### config.mk
export PLATFORM = sky130hd
export DESIGN_NAME = miss_handler
export DESIGN_NICKNAME = d
export VERILOG_FILES = /design/src/rtl/cache_pkg.sv /design/src/rtl/victim_select.sv /design/src/rtl/miss_handler.sv
export SDC_FILE = /design/constraint.sdc
export NUM_CORES = 1
export LEC_CHECK = 0
export CORE_MARGIN = 2
export CORE_UTILIZATION = 46
export DETAILED_ROUTE_END_ITERATION = 12
export HOLD_SLACK_MARGIN = 0.03
export PLACE_DENSITY = 0.79
export SLEW_MARGIN = 20
export SYNTH_ARGS = -nofsm -noshare
export SYNTH_HDL_FRONTEND = slang
export SYNTH_HIERARCHICAL = 1
export SYNTH_SLANG_ARGS = --single-unit
### constraint.sdc
create_clock -name clk -period 2.8 [get_ports clk]
set_input_delay 0.84 -clock clk [delete_from_list [all_inputs] [get_ports clk]]
set_output_delay 0.84 -clock clk [all_outputs]
set_load 0.01 [all_outputs]
### src/rtl/cache_pkg.sv
// rtl/cache_pkg.sv - shared types and default widths for the cache miss path
package cache_pkg;

    typedef enum logic [2:0] {
        ST_IDLE,
        ST_LOOKUP,
        ST_MEM_REQ,
        ST_MEM_WAIT,
        ST_FILL
    } state_t;

    localparam int DEF_N_WAYS     = 2;
    localparam int DEF_N_POW      = 4;
    localparam int DEF_TAG_BITS   = 21;
    localparam int DEF_INDEX_BITS = 6;
    localparam int DEF_LINE_BITS  = 128;

    localparam int ADDR_BITS = DEF_TAG_BITS + DEF_INDEX_BITS;
    localparam int WAY_W     = DEF_N_POW;

endpackage

### src/rtl/victim_select.sv
// rtl/victim_select.sv - stateless replacement-way choice: lowest empty way, else round-robin
module victim_select #(
    parameter int N_WAYS = 2,
    parameter int N_POW  = 4
) (
    input  logic [N_WAYS-1:0] line_empty,
    input  logic [N_POW-1:0]  rr,
    output logic [N_POW-1:0]  victim,
    output logic              advance
);

    // Scan downwards so the lowest-numbered empty way wins.
    always_comb begin
        victim  = rr;
        advance = ~|line_empty;
        for (int i = N_WAYS - 1; i >= 0; i--) begin
            if (line_empty[i]) begin
                victim = N_POW'(i);
            end
        end
    end

endmodule

### src/rtl/miss_handler.sv
// rtl/miss_handler.sv - single-outstanding lookup and line-refill controller
module miss_handler
    import cache_pkg::*;
#(
    parameter int N_WAYS     = DEF_N_WAYS,
    parameter int N_POW      = DEF_N_POW,
    parameter int TAG_BITS   = DEF_TAG_BITS,
    parameter int INDEX_BITS = DEF_INDEX_BITS,
    parameter int LINE_BITS  = DEF_LINE_BITS
) (
    input  logic                           clk,
    input  logic                           rst,
    input  logic                           req_valid,
    output logic                           req_ready,
    input  logic [TAG_BITS-1:0]            req_tag,
    input  logic [INDEX_BITS-1:0]          req_index,
    output logic [TAG_BITS-1:0]            lk_tag,
    output logic [INDEX_BITS-1:0]          lk_index,
    input  logic                           hit,
    input  logic                           miss,
    input  logic [N_POW-1:0]               hit_way,
    input  logic [N_WAYS-1:0]              line_empty,
    output logic                           mem_req_valid,
    input  logic                           mem_req_ready,
    output logic [TAG_BITS+INDEX_BITS-1:0] mem_req_addr,
    input  logic                           mem_resp_valid,
    input  logic [LINE_BITS-1:0]           mem_resp_data,
    output logic                           fill_valid,
    output logic [N_POW-1:0]               fill_way,
    output logic [INDEX_BITS-1:0]          fill_index,
    output logic [TAG_BITS-1:0]            fill_tag,
    output logic [LINE_BITS-1:0]           fill_data,
    output logic                           resp_valid,
    output logic                           resp_hit,
    output logic [N_POW-1:0]               resp_way
);

    localparam int N_SETS = 2 ** INDEX_BITS;

    state_t state, state_nx;

    logic [TAG_BITS-1:0]   lk_tag_q;
    logic [INDEX_BITS-1:0] lk_index_q;
    logic [N_POW-1:0]      victim_q;
    logic [LINE_BITS-1:0]  line_q;
    logic [N_POW-1:0]      rr [N_SETS];

    logic [N_POW-1:0] rr_cur;
    logic [N_POW-1:0] rr_next;
    logic [N_POW-1:0] vs_victim;
    logic             vs_advance;

    assign rr_cur  = rr[lk_index_q];
    assign rr_next = (rr_cur == N_POW'(N_WAYS - 1)) ? '0 : rr_cur + 1'b1;

    victim_select #(
        .N_WAYS (N_WAYS),
        .N_POW  (N_POW)
    ) u_victim_select (
        .line_empty (line_empty),
        .rr         (rr_cur),
        .victim     (vs_victim),
        .advance    (vs_advance)
    );

    always_ff @(posedge clk) begin
        if (rst) begin
            state <= ST_IDLE;
        end else begin
            state <= state_nx;
        end
    end

    // A lookup with neither hit nor miss waits in LOOKUP for the hit check.
    always_comb begin
        state_nx = state;
        case (state)
            ST_IDLE:     if (req_valid) state_nx = ST_LOOKUP;
            ST_LOOKUP:   if (hit) state_nx = ST_IDLE;
                         else if (miss) state_nx = ST_MEM_REQ;
            ST_MEM_REQ:  if (mem_req_ready) state_nx = ST_MEM_WAIT;
            ST_MEM_WAIT: if (mem_resp_valid) state_nx = ST_FILL;
            ST_FILL:     state_nx = ST_IDLE;
            default:     state_nx = ST_IDLE;
        endcase
    end

    always_ff @(posedge clk) begin
        if (rst) begin
            lk_tag_q   <= '0;
            lk_index_q <= '0;
            victim_q   <= '0;
            line_q     <= '0;
            for (int s = 0; s < N_SETS; s++) begin
                rr[s] <= '0;
            end
        end else begin
            if (state == ST_IDLE && req_valid) begin
                lk_tag_q   <= req_tag;
                lk_index_q <= req_index;
            end
            if (state == ST_LOOKUP && !hit && miss) begin
                victim_q <= vs_victim;
                if (vs_advance) begin
                    rr[lk_index_q] <= rr_next;
                end
            end
            if (state == ST_MEM_WAIT && mem_resp_valid) begin
                line_q <= mem_resp_data;
            end
        end
    end

    always_comb begin
        req_ready     = 1'b0;
        mem_req_valid = 1'b0;
        fill_valid    = 1'b0;
        resp_valid    = 1'b0;
        resp_hit      = 1'b0;
        resp_way      = '0;
        case (state)
            ST_IDLE:    req_ready = 1'b1;
            ST_LOOKUP:  if (hit) begin
                            resp_valid = 1'b1;
                            resp_hit   = 1'b1;
                            resp_way   = hit_way;
                        end
            ST_MEM_REQ: mem_req_valid = 1'b1;
            ST_FILL:    begin
                            fill_valid = 1'b1;
                            resp_valid = 1'b1;
                            resp_way   = victim_q;
                        end
            default:    ;
        endcase
    end

    assign lk_tag       = lk_tag_q;
    assign lk_index     = lk_index_q;
    assign mem_req_addr = {lk_tag_q, lk_index_q};
    assign fill_way     = victim_q;
    assign fill_index   = lk_index_q;
    assign fill_tag     = lk_tag_q;
    assign fill_data    = line_q;

endmodule
==> impl_metrics.csv <==
group,metric,value,unit
floorplanning,core_area,39640,µm²
clock_tree,clockBufferDepth,3,
floorplanning,initial_utilization,0.4646,
setup_path,cp_max_fo,8,
status,outcome,"finished, violations left",
clock_tree,cts_buffers,44,
yosys,synth_edf_count,256,
route,drc,0,
yosys,synth.yosys.seq_area_share,0.6000,
floorplanning,boundaryPins,390,
timing,timing.final.ws_setup,-243.3,ps
global_route,grt.overflow.total,0,
timing,worst_slew_pin_slew,1231,ps
timing,skew,20.85,ps
timing,final-hold-violation-count,0,
global_route,antenna_found_initial,17,
finish,synthToLayoutAreaGrowth,39.60,%
setup_path,rrSetupSlack,-240,ps
clock_tree,clk_pin_slew,60,ps
place,place_congestion,0.8988,
finish,final_common_cell,"nand2_1",
clock_tree,ctsRootBufferMaster,"clkbuf_16",
place,port_buffers,389,
min_path,hold_path_class,"reg2reg",
clock_tree,cts_num_sinks,424,
yosys,synth.distinct_cells,48,
yosys,syn_inst,1692,
route,routed_wl,67520,µm
clock_tree,cts_hold_buf,0,
clock_tree,clock_latency,560,ps
floorplanning,num_rows,73,
global_route,grt_max_degree,227,
finish,most-common-layout-cells,"nand2_1, clkdlybuf4s50_1, edfxtp_1",
clock_tree,h-tree-depth,2,
place,pre_cts_ws,-454.4,ps
finish,fin_nets,2277,
timing,rsz0062_at_grt,"yes",
power,ir_worst_vdd,0.4717,mV
timing,whs,459.5,ps
run,cap_violations,0,
timing,max_freq,328.6,MHz
place,hpwl,42230,µm
timing,period_share,1.087,
timing,setup_viol,197,
floorplanning,die_area,41650,µm²
global_route,grt_pass1_wl,92400,µm
timing,period_minus_slack,3043,ps
setup_path,criticalPathCategory,"reg2reg",
setup_path,endpoint_kind,"register",
setup_path,start_kind,"register",
yosys,synth_area,18420,µm²
route,ant_nets,0,
global_route,grt_use_total,0.2949,
route,num_vias,16020,
route,vias_per_cell,5.969,
global_route,grt_pass1_vias,15270,
yosys,async_flop_share,0,
setup_path,critPathArrivalTime,3350,ps
timing,drv_slew,0,
clock_tree,cts_tree,"yes",
finish,layout-drive-gt1-share,0.1846,
floorplanning,die_y,204.1,µm
finish,regArea,11060,µm²
power,leakagePower,8.893,nW
route,drtIter0Drc,1998,
route,drt_pass1_iterations,6,
power,power.density,598.2,nW/µm²
setup_path,worst_ep_required_time,3100,ps
timing,relSlewSlack,0.1792,
yosys,synthFlopType,"edfxtp_1",
floorplanning,dieWidth,204.1,µm
route,wl_per_cell,25.16,µm
status,violations,"negative setup slack",
finish,multi_input_area,6670,µm²
yosys,synth_nets,1860,
yosys,synth_area_per_cell,10.89,µm²
yosys,ys_ff_latch,424,
finish,fillCellCount,2828,
yosys,yosysWarnings,6,
-- cells in the mapped netlist (all sizes together) (4+ instances only) --
library cell	n	area [µm²]
a21oi	225	1130
a22o	6	52.55
a22oi	4	30.03
a31oi	5	46.29
buf	117	783.3
clkbuf	77	289.0
dfxtp	168	3363
edfxtp	256	7687
mux2i	10	100.1
mux4	64	1441
nand2	386	1449
nand2b	75	469.2
nand3	8	40.04
nand3b	4	30.03
nor2	86	322.8
nor2b	6	37.54
nor3	139	735.7
nor3b	7	52.55
o21ai	4	20.02
o221ai	7	61.31
o22ai	9	56.30
or2	5	31.28
-- registers in the layout (all words and copies together) (netlist names), named ones only --
| signal | flops |
|---|---|
| state | 3 |
| fill_index | 6 |
| fill_way | 4 |
| fill_data | 128 |
| rr | 256 |
| fill_tag | 21 |
-- critical path, cell delays in order, from the launching register on --
cell	delay (ps)
dfxtp_4	390
buf_12	150
buf_12	120
clkbuf_16	160
mux4_2	500
a22oi_1	230
a31oi_1	120
a211o_2	330
buf_6	150
a31oi_4	220
buf_12	170
clkbuf_16	170
nor3_1	60
-- stage by stage --
stage / area (µm²) / cells / utilization / setup TNS [ps] / total power [W]
after CTS: 24920 / 2633 / 0.6285 / -7461 / 0.01490
after global routing: 25700 / 2680 / 0.6484 / -37340 / 0.01569
after global placement: 23340 / 2550 / 0.5887 / -85450 / 0.009016
after detailed placement: 23340 / 2550 / 0.5887 / -114670 / 0.009044
after floorplan: 18430 / 1692 / - / 0 / 0.008029
final: 25710 / 2683 / 0.6486 / -29940 / 0.01538
-- routing by layer --
metal  vias to the layer above  routed length, µm  GRT usage
met3                       260               8509    0.09774
met4                         0               3846     0.1315
li1                       6785                  -          -
met1                      7717              23330     0.3656
met5                         -                  0          0
met2                      1254              31830     0.4706
-- report_power, final --
| part | leakage [nW] | internal (W) | switching, W | total, W |
|---|---|---|---|---|
| registers | 4.00 | 0.00677 | 0.000137 | 0.00691 |
| logic | 4.20 | 0.00114 | 0.00145 | 0.00259 |
| clock network | 0.691 | 0.00343 | 0.00245 | 0.00589 |
| total | 8.89 | 0.0113 | 0.00404 | 0.0154 |
-- cell families (layout without fill, tap and decap cells) --
family,count (synthesis),count (layout),share of synthesized area
flip-flops,424,424,0.6000
AND/OR/NAND/NOR,727,727,0.1763
multiplexers,74,74,0.08370
other,0,18,0
buffers and inverters,196,643,0.05863
AO/OA/AOI/OAI,271,272,0.08139
-- layout make-up --
class,instances,share of cell area
clock inverters,16,0.007348
inverters,2,0.0002920
clock buffers,61,0.04779
well taps,525,0.02555
diodes,18,0.001752
flip-flops and latches,424,0.4301
multi-input cells,1073,0.2594
repair buffers,564,0.2277
-- worst paths after layout --
| path | cells past startpoint | endpoint | startpoint |
|---|---|---|---|
| max reg2reg | 12 | rr[10][3]$_SDFFCE_PN0P_ | register |
| min | 2 | fill_data[0]$_SDFFE_PP0P_ | fill_data[0]$_SDFFE_PP0P_ |
| min reg2reg | 2 | fill_data[0]$_SDFFE_PP0P_ | fill_data[0]$_SDFFE_PP0P_ |
| max | 12 | rr[10][3]$_SDFFCE_PN0P_ | register |
-- timing repair --
item,CTS,global route
gates resized for setup,31,64
endpoints found under the setup margin,244,215
setup buffers,4,19
gates cloned,2,13
hold endpoints to repair,0,0
pin swaps,1,10
(Power assumes the default switching activity.)
